**config.mk**
```make
export PLATFORM = sky130hd
export DESIGN_NAME = eth_tx_arb
export DESIGN_NICKNAME = d
export VERILOG_FILES = /design/src/rtl/eth_arb_pkg.sv /design/src/rtl/rr_pick.sv /design/src/rtl/eth_tx_arb.sv
export SDC_FILE = /design/constraint.sdc
export NUM_CORES = 1
export LEC_CHECK = 0
export CAP_MARGIN = 40
export CORE_AREA = 3 3 202 204
export DETAILED_ROUTE_END_ITERATION = 12
export DIE_AREA = 0 0 205 207
export PLACE_DENSITY = 0.61
export SLEW_MARGIN = 20
export SYNTH_ARGS = -nofsm -noshare
export SYNTH_HDL_FRONTEND = slang
export SYNTH_SLANG_ARGS = --single-unit
```
**constraint.sdc**
```tcl
create_clock -name clk156 -period 3.56 [get_ports clk156]
set_input_delay 1.068 -clock clk156 [delete_from_list [all_inputs] [get_ports clk156]]
set_output_delay 1.068 -clock clk156 [all_outputs]
set_load 0.01 [all_outputs]
```
**src/rtl/eth_arb_pkg.sv**
```systemverilog
// Shared types for the Ethernet TX arbiter and future RX/queue arbiters.
package eth_arb_pkg;

  typedef enum logic [1:0] {
    TX_IDLE,
    TX_SEND,
    TX_GAP
  } tx_arb_state_t;

  typedef struct packed {
    logic [63:0] tdata;
    logic [7:0]  tkeep;
    logic        tlast;
    logic        tuser;
  } axis_beat_t;

  // Wide enough for any gap length up to 65535 cycles.
  localparam int unsigned GapCntW = 16;

endpackage

```
**src/rtl/rr_pick.sv**
```systemverilog
// Combinational round-robin picker: first set request strictly after 'last', wrapping.
module rr_pick #(
  parameter  int unsigned NUM_SRC = 4,
  localparam int unsigned IdxW    = (NUM_SRC > 1) ? $clog2(NUM_SRC) : 1
) (
  input  logic [NUM_SRC-1:0] req,
  input  logic [IdxW-1:0]    last,
  output logic [IdxW-1:0]    idx,
  output logic               valid
);

  logic [IdxW-1:0] cand;

  // Walk offsets from farthest to nearest so the nearest requester wins.
  always_comb begin
    idx   = '0;
    valid = 1'b0;
    cand  = '0;
    for (int unsigned off = NUM_SRC; off >= 1; off--) begin
      cand = IdxW'((32'(last) + off) % NUM_SRC);
      if (req[cand]) begin
        idx   = cand;
        valid = 1'b1;
      end
    end
  end

endmodule

```
**src/rtl/eth_tx_arb.sv**
```systemverilog
// Frame-granular round-robin arbiter sharing one 64-bit AXI-Stream MAC TX port.
module eth_tx_arb
  import eth_arb_pkg::*;
#(
  parameter  int unsigned NUM_SRC    = 4,
  parameter  int unsigned GAP_CYCLES = 0,
  parameter  int unsigned CNT_W      = 32,
  localparam int unsigned IdxW       = $clog2(NUM_SRC)
) (
  input  logic                     clk156,
  input  logic                     reset,
  input  logic [NUM_SRC-1:0]       src_en,
  input  logic [NUM_SRC-1:0]       s_tvalid,
  output logic [NUM_SRC-1:0]       s_tready,
  input  logic [NUM_SRC*64-1:0]    s_tdata,
  input  logic [NUM_SRC*8-1:0]     s_tkeep,
  input  logic [NUM_SRC-1:0]       s_tlast,
  input  logic [NUM_SRC-1:0]       s_tuser,
  input  logic                     m_tready,
  output logic                     m_tvalid,
  output logic [63:0]              m_tdata,
  output logic [7:0]               m_tkeep,
  output logic                     m_tlast,
  output logic                     m_tuser,
  output logic [IdxW-1:0]          grant_idx,
  output logic                     busy,
  output logic [NUM_SRC*CNT_W-1:0] frame_cnt
);

  tx_arb_state_t        state_q, state_d;
  logic [IdxW-1:0]      grant_q, grant_d;
  logic [IdxW-1:0]      last_q, last_d;
  logic [GapCntW-1:0]   gap_q, gap_d;
  logic [CNT_W-1:0]     cnt_q [NUM_SRC];

  axis_beat_t           src_beat [NUM_SRC];
  axis_beat_t           sel_beat;
  logic                 sel_valid;
  logic [NUM_SRC-1:0]   req;
  logic [IdxW-1:0]      pick_idx;
  logic                 pick_valid;
  logic                 frame_done;

  for (genvar i = 0; i < NUM_SRC; i++) begin : g_src
    assign src_beat[i] = {s_tdata[64*i +: 64], s_tkeep[8*i +: 8], s_tlast[i], s_tuser[i]};
    assign frame_cnt[CNT_W*i +: CNT_W] = cnt_q[i];
  end

  assign req       = s_tvalid & src_en;
  assign sel_beat  = src_beat[grant_q];
  assign sel_valid = s_tvalid[grant_q];
  assign frame_done = (state_q == TX_SEND) && sel_valid && m_tready && sel_beat.tlast;

  rr_pick #(
    .NUM_SRC (NUM_SRC)
  ) u_pick (
    .req   (req),
    .last  (last_q),
    .idx   (pick_idx),
    .valid (pick_valid)
  );

  always_ff @(posedge clk156) begin
    if (reset) begin
      state_q <= TX_IDLE;
      grant_q <= '0;
      last_q  <= IdxW'(NUM_SRC - 1);
      gap_q   <= '0;
      for (int i = 0; i < NUM_SRC; i++) begin
        cnt_q[i] <= '0;
      end
    end else begin
      state_q <= state_d;
      grant_q <= grant_d;
      last_q  <= last_d;
      gap_q   <= gap_d;
      if (frame_done) begin
        cnt_q[grant_q] <= cnt_q[grant_q] + CNT_W'(1);
      end
    end
  end

  always_comb begin
    state_d = state_q;
    grant_d = grant_q;
    last_d  = last_q;
    gap_d   = gap_q;
    unique case (state_q)
      TX_IDLE: begin
        if (pick_valid) begin
          grant_d = pick_idx;
          state_d = TX_SEND;
        end
      end
      TX_SEND: begin
        if (frame_done) begin
          last_d  = grant_q;
          gap_d   = '0;
          state_d = (GAP_CYCLES > 0) ? TX_GAP : TX_IDLE;
        end
      end
      TX_GAP: begin
        if (32'(gap_q) + 32'd1 >= GAP_CYCLES) begin
          gap_d   = '0;
          state_d = TX_IDLE;
        end else begin
          gap_d = gap_q + GapCntW'(1);
        end
      end
      default: state_d = TX_IDLE;
    endcase
  end

  // Beat path is purely combinational from the granted source.
  always_comb begin
    m_tvalid = 1'b0;
    m_tdata  = sel_beat.tdata;
    m_tkeep  = sel_beat.tkeep;
    m_tlast  = sel_beat.tlast;
    m_tuser  = sel_beat.tuser;
    s_tready = '0;
    if (state_q == TX_SEND) begin
      m_tvalid          = sel_valid;
      s_tready[grant_q] = m_tready;
    end
  end

  assign busy      = (state_q == TX_SEND);
  assign grant_idx = grant_q;

endmodule

```
==> metrics.md <==
| Metric | Value |
|---|---|
| R2R Setup Slk | 0.37 ns |
| Worst-margin pin slew | 0.7685 ns |
| Commonest register cell after synthesis | edfxtp_1 |
| CP Launch Type | input pin |
| Global-route wire length before repair | 72750 um |
| Synthesized area | 8549 um2 |
| Largest net degree at the start of global routing | 38 |
| Hpwl dp | 46110 um |
| Flip-flop and latch area | 3993 um2 |
| Worst Hold Launch | last_q[1] |
| CTS Buf Count | 17 |
| Starting DRT DRC Count | 604 |
| Setup WS post-layout | -0.0007787 ns |
| Worst VDD drop | 0.2606 mV |
| Final Hold Fails | 0 |
| Vias | 8478 |
| Final RePlAce weighted congestion | 0.9399 |
| Share of layout cells above drive strength 1 | 19.05% |
| Synth async-reset ratio | 0% |
| Core area | 39460 um2 |
| Rows | 73 |
| Die width | 205 um |
| Maximum clock rate | 0.2808 GHz |
| Post-route ant nets | 0 |
| CTS tree | built |
| Worst Hold Class | flip-flop to flip-flop |
| Final setup fails | 1 |
| Reg-to-reg endpoint | cnt_q[2][30] |
| Count of cell types in the netlist | 55 |
| Crit Path Category | input pin to output pin |
| Filler cells | 3862 |
| NumNets Final | 1450 |
| Slew headroom | 48.63% |
| Area of the die | 42440 um2 |
| Cell count after synthesis | 614 |
| GRT Util Overall | 24.80% |
| Pre-CTS WS | -0.2830 ns |
| Failing checks | setup timing |
| Max clock buf depth | 2 |
| CP peak stage delay | 0.49 ns |
| Initial Util | 21.67% |
| Buffers & Inverters on Critical Path | 2 |
| # hold bufs at CTS | 0 |
| Clock-pin slew on the worst setup and hold paths | 0.07 ns |
| IO Count | 517 |
| Worst Path Required | 2.49 ns |
| Worst-path maximum fanout | 1 |
| Vias in the first global route | 8761 |
| WHS Endpoint | last_q[1] |
| Fin crit period | 3.561 ns |
| Kind of cell adding the most delay to the critical path | buffers and inverters |
| H-Tree Level Count | 4 |
| WL per Instance | 32.11 um |
| Pleak | 5.310 nW |
| Worst-skew pair later-pin latency | 0.43 ns |
| Placed Area | 14540 um2 |
| Register area share after synthesis | 46.60% |
| Max-slew violations | 0 |
| Critical Path Slowest Stage Cell | mux4_2 |
| Port buffer count | 516 |
| DRC | 0 |
| Yosys reg bits | 135 |
| CTS sink cnt | 135 |
| Post-DR vias/cell | 5.011 |
| Final clock skew | 0.02438 ns |
| Worst hold stages | 1 |
| Avg Inst Size Synth | 13.92 um2 |
| Net Count, Synth | 922 |
| Endpoint type of the worst setup path | output pin |
| Worst EP arrival | 2.49 ns |
| RSZ-0062 raised after global routing | no |
| Max cap viols | 0 |
| 1st-pass router iterations | 5 |
| Die H | 207 um |
| Pwr per Cell Area | 352.6 nW/um2 |
| Yosys synthesis warning count | 0 |
| Post-synth EDFFs | 128 |
| Crit path cell chain | clkdlybuf4s50_1, mux4_2, clkdlybuf4s50_1 |
| Initial antenna violation count | 33 |
| Clock Tree Root | clkbuf_16 |
| CP most frequent cell | clkdlybuf4s50_1 |
| Final Cycle Share | 100.0% |
| Area growth from synthesis to layout | 77.05% |
| Final wirelength | 54330 um |
| Grt total ovfl | 0 |
| Worst r2r path cells | 6 |
| Status | finished with violations |
| Fin cells | 1692 |
| Multi-input logic area | 4315 um2 |
| DP Cell Count | 1648 |
| Post-route cell area | 15140 um2 |
state kept, by name, indices dropped and copies added, names as in the netlist, named ones only:
| register | count |
|---|---|
| grant_idx | 2 |
| state_q | 1 |
| last_q | 2 |
| cnt_q | 128 |
layer usage:
layer | up-vias | part of all wire [%] | GRT usage, %
li1 | 3608 | - | -
met1 | 4307 | 37 | 28.42
met2 | 478 | 51 | 43.21
met3 | 63 | 11 | 10.42
met4 | 22 | 1.6 | 5.185
met5 | - | 0.27 | 0
what timing repair did:
| item | in CTS | in global routing |
|---|---|---|
| endpoints found under the hold margin | 0 | 0 |
| endpoints found under the setup margin | 42 | 9 |
| gates resized for setup | 47 | 9 |
| buffers inserted | 0 | 0 |
| pin swaps | 0 | 0 |
| gates cloned | 0 | 0 |
worst reg2reg max path, cell delays in order (launching register included):
cell and delay (ns):
dfxtp_1 0.75, mux4_2 0.41, ha_1 0.37, and4_1 0.37, nand3_2 0.23, o31ai_1 0.60
a21oi_1 0.16
synthesized netlist by cell type (all sizes together) (2+ instances only):
library cell | instances | area [um2]
edfxtp | 128 | 3844
mux4 | 106 | 2412
a21oi | 58 | 290.3
nor2 | 56 | 210.2
nand2 | 48 | 180.2
buf | 25 | 175.2
clkbuf | 22 | 82.58
or4 | 18 | 161.4
inv | 14 | 52.55
nand3 | 14 | 75.07
nand4 | 12 | 96.34
o21ai | 11 | 55.05
mux2i | 10 | 100.1
o31ai | 10 | 75.07
o211ai | 9 | 67.56
nor3 | 8 | 40.04
dfxtp | 7 | 140.1
and4 | 6 | 55.05
or3 | 6 | 37.54
nor4 | 5 | 46.29
or2 | 5 | 31.28
xnor2 | 5 | 43.79
and3 | 4 | 30.03
o21bai | 4 | 30.03
a21boi | 3 | 22.52
and2 | 3 | 18.77
a211o | 2 | 17.52
o31a | 2 | 17.52
xor2 | 2 | 25.03
how the worst max path moves through the flow:
stage	depth (start not counted)	to	start	slack, ns
4_1_cts	3	m_tdata[38]	s_tdata[166]	0.001
2_1_floorplan	3	cnt_q[3][0]	s_tlast[1]	-0.11
5_1_grt	3	m_tdata[38]	s_tdata[166]	0.004
3_3_place_gp	4	m_tvalid	s_tvalid[3]	-0.30
3_5_place_dp	4	m_tvalid	s_tvalid[3]	-0.28
6_report	3	m_tdata[38]	s_tdata[166]	-0.0008
layout make-up:
type	count	share of cell area, %
repair buffers	556	36.38
multi-input cells	418	28.51
well taps	525	4.340
clock buffers	20	3.158
clock inverters	12	0.6943
flip-flops and latches	135	26.38
diodes	12	0.1984
inverters	14	0.3472
power breakdown:
group | internal [mW] | switching (mW) | total (mW)
logic | 0.930 | 0.764 | 1.69
registers | 1.81 | 0.0847 | 1.89
clock network | 0.992 | 0.761 | 1.75
cells in the final DEF, fill, tap and decap left out, drive strengths merged, types with 3 or more instances in the layout:
cell / instances
o21ai: 11
or3: 6
nand3: 14
nor3: 8
or2: 5
mux4: 106
clkdlybuf4s50: 453
or4: 18
xnor2: 5
diode: 12
dlymetal6s2s: 9
clkinv: 5
nor4: 5
o21bai: 4
mux2i: 10
dfxtp: 7
and3: 4
inv: 20
a21oi: 58
a21boi: 3
nand4: 12
dlygate4sd2: 39
clkbuf: 20
and4: 6
o31ai: 10
and2: 3
nor2: 56
nand2: 48
buf: 55
edfxtp: 128
o211ai: 9
metrics by stage:
stage | total power [mW] | TNS, ns | util (%) | hold slack, ns
after CTS | 5.388 | 0 | 38.23 | 0.5739
after global routing | 5.540 | 0 | 38.35 | 0.6022
final | 5.338 | -0.0007787 | 38.36 | 0.5902
after floorplan | 2.593 | -14.11 | - | 0.5016
after detailed placement | 3.682 | -2.285 | 36.86 | 0.5575
after global placement | 3.676 | -10.62 | 36.73 | 0.5338
cells by family after synthesis:
kind of cell / count (synthesis) / synth area share [%]
muxes: 117 / 29.52
adders and majority gates: 1 / 0.1463
buffers and inverters: 61 / 3.629
DFF: 135 / 46.60
and+or+nand+nor: 188 / 11.99
xor gates and xnor gates: 7 / 0.8050
AOI/OAI and AO/OA: 105 / 7.318
No activity file was read; power rests on OpenSTA's default activity.
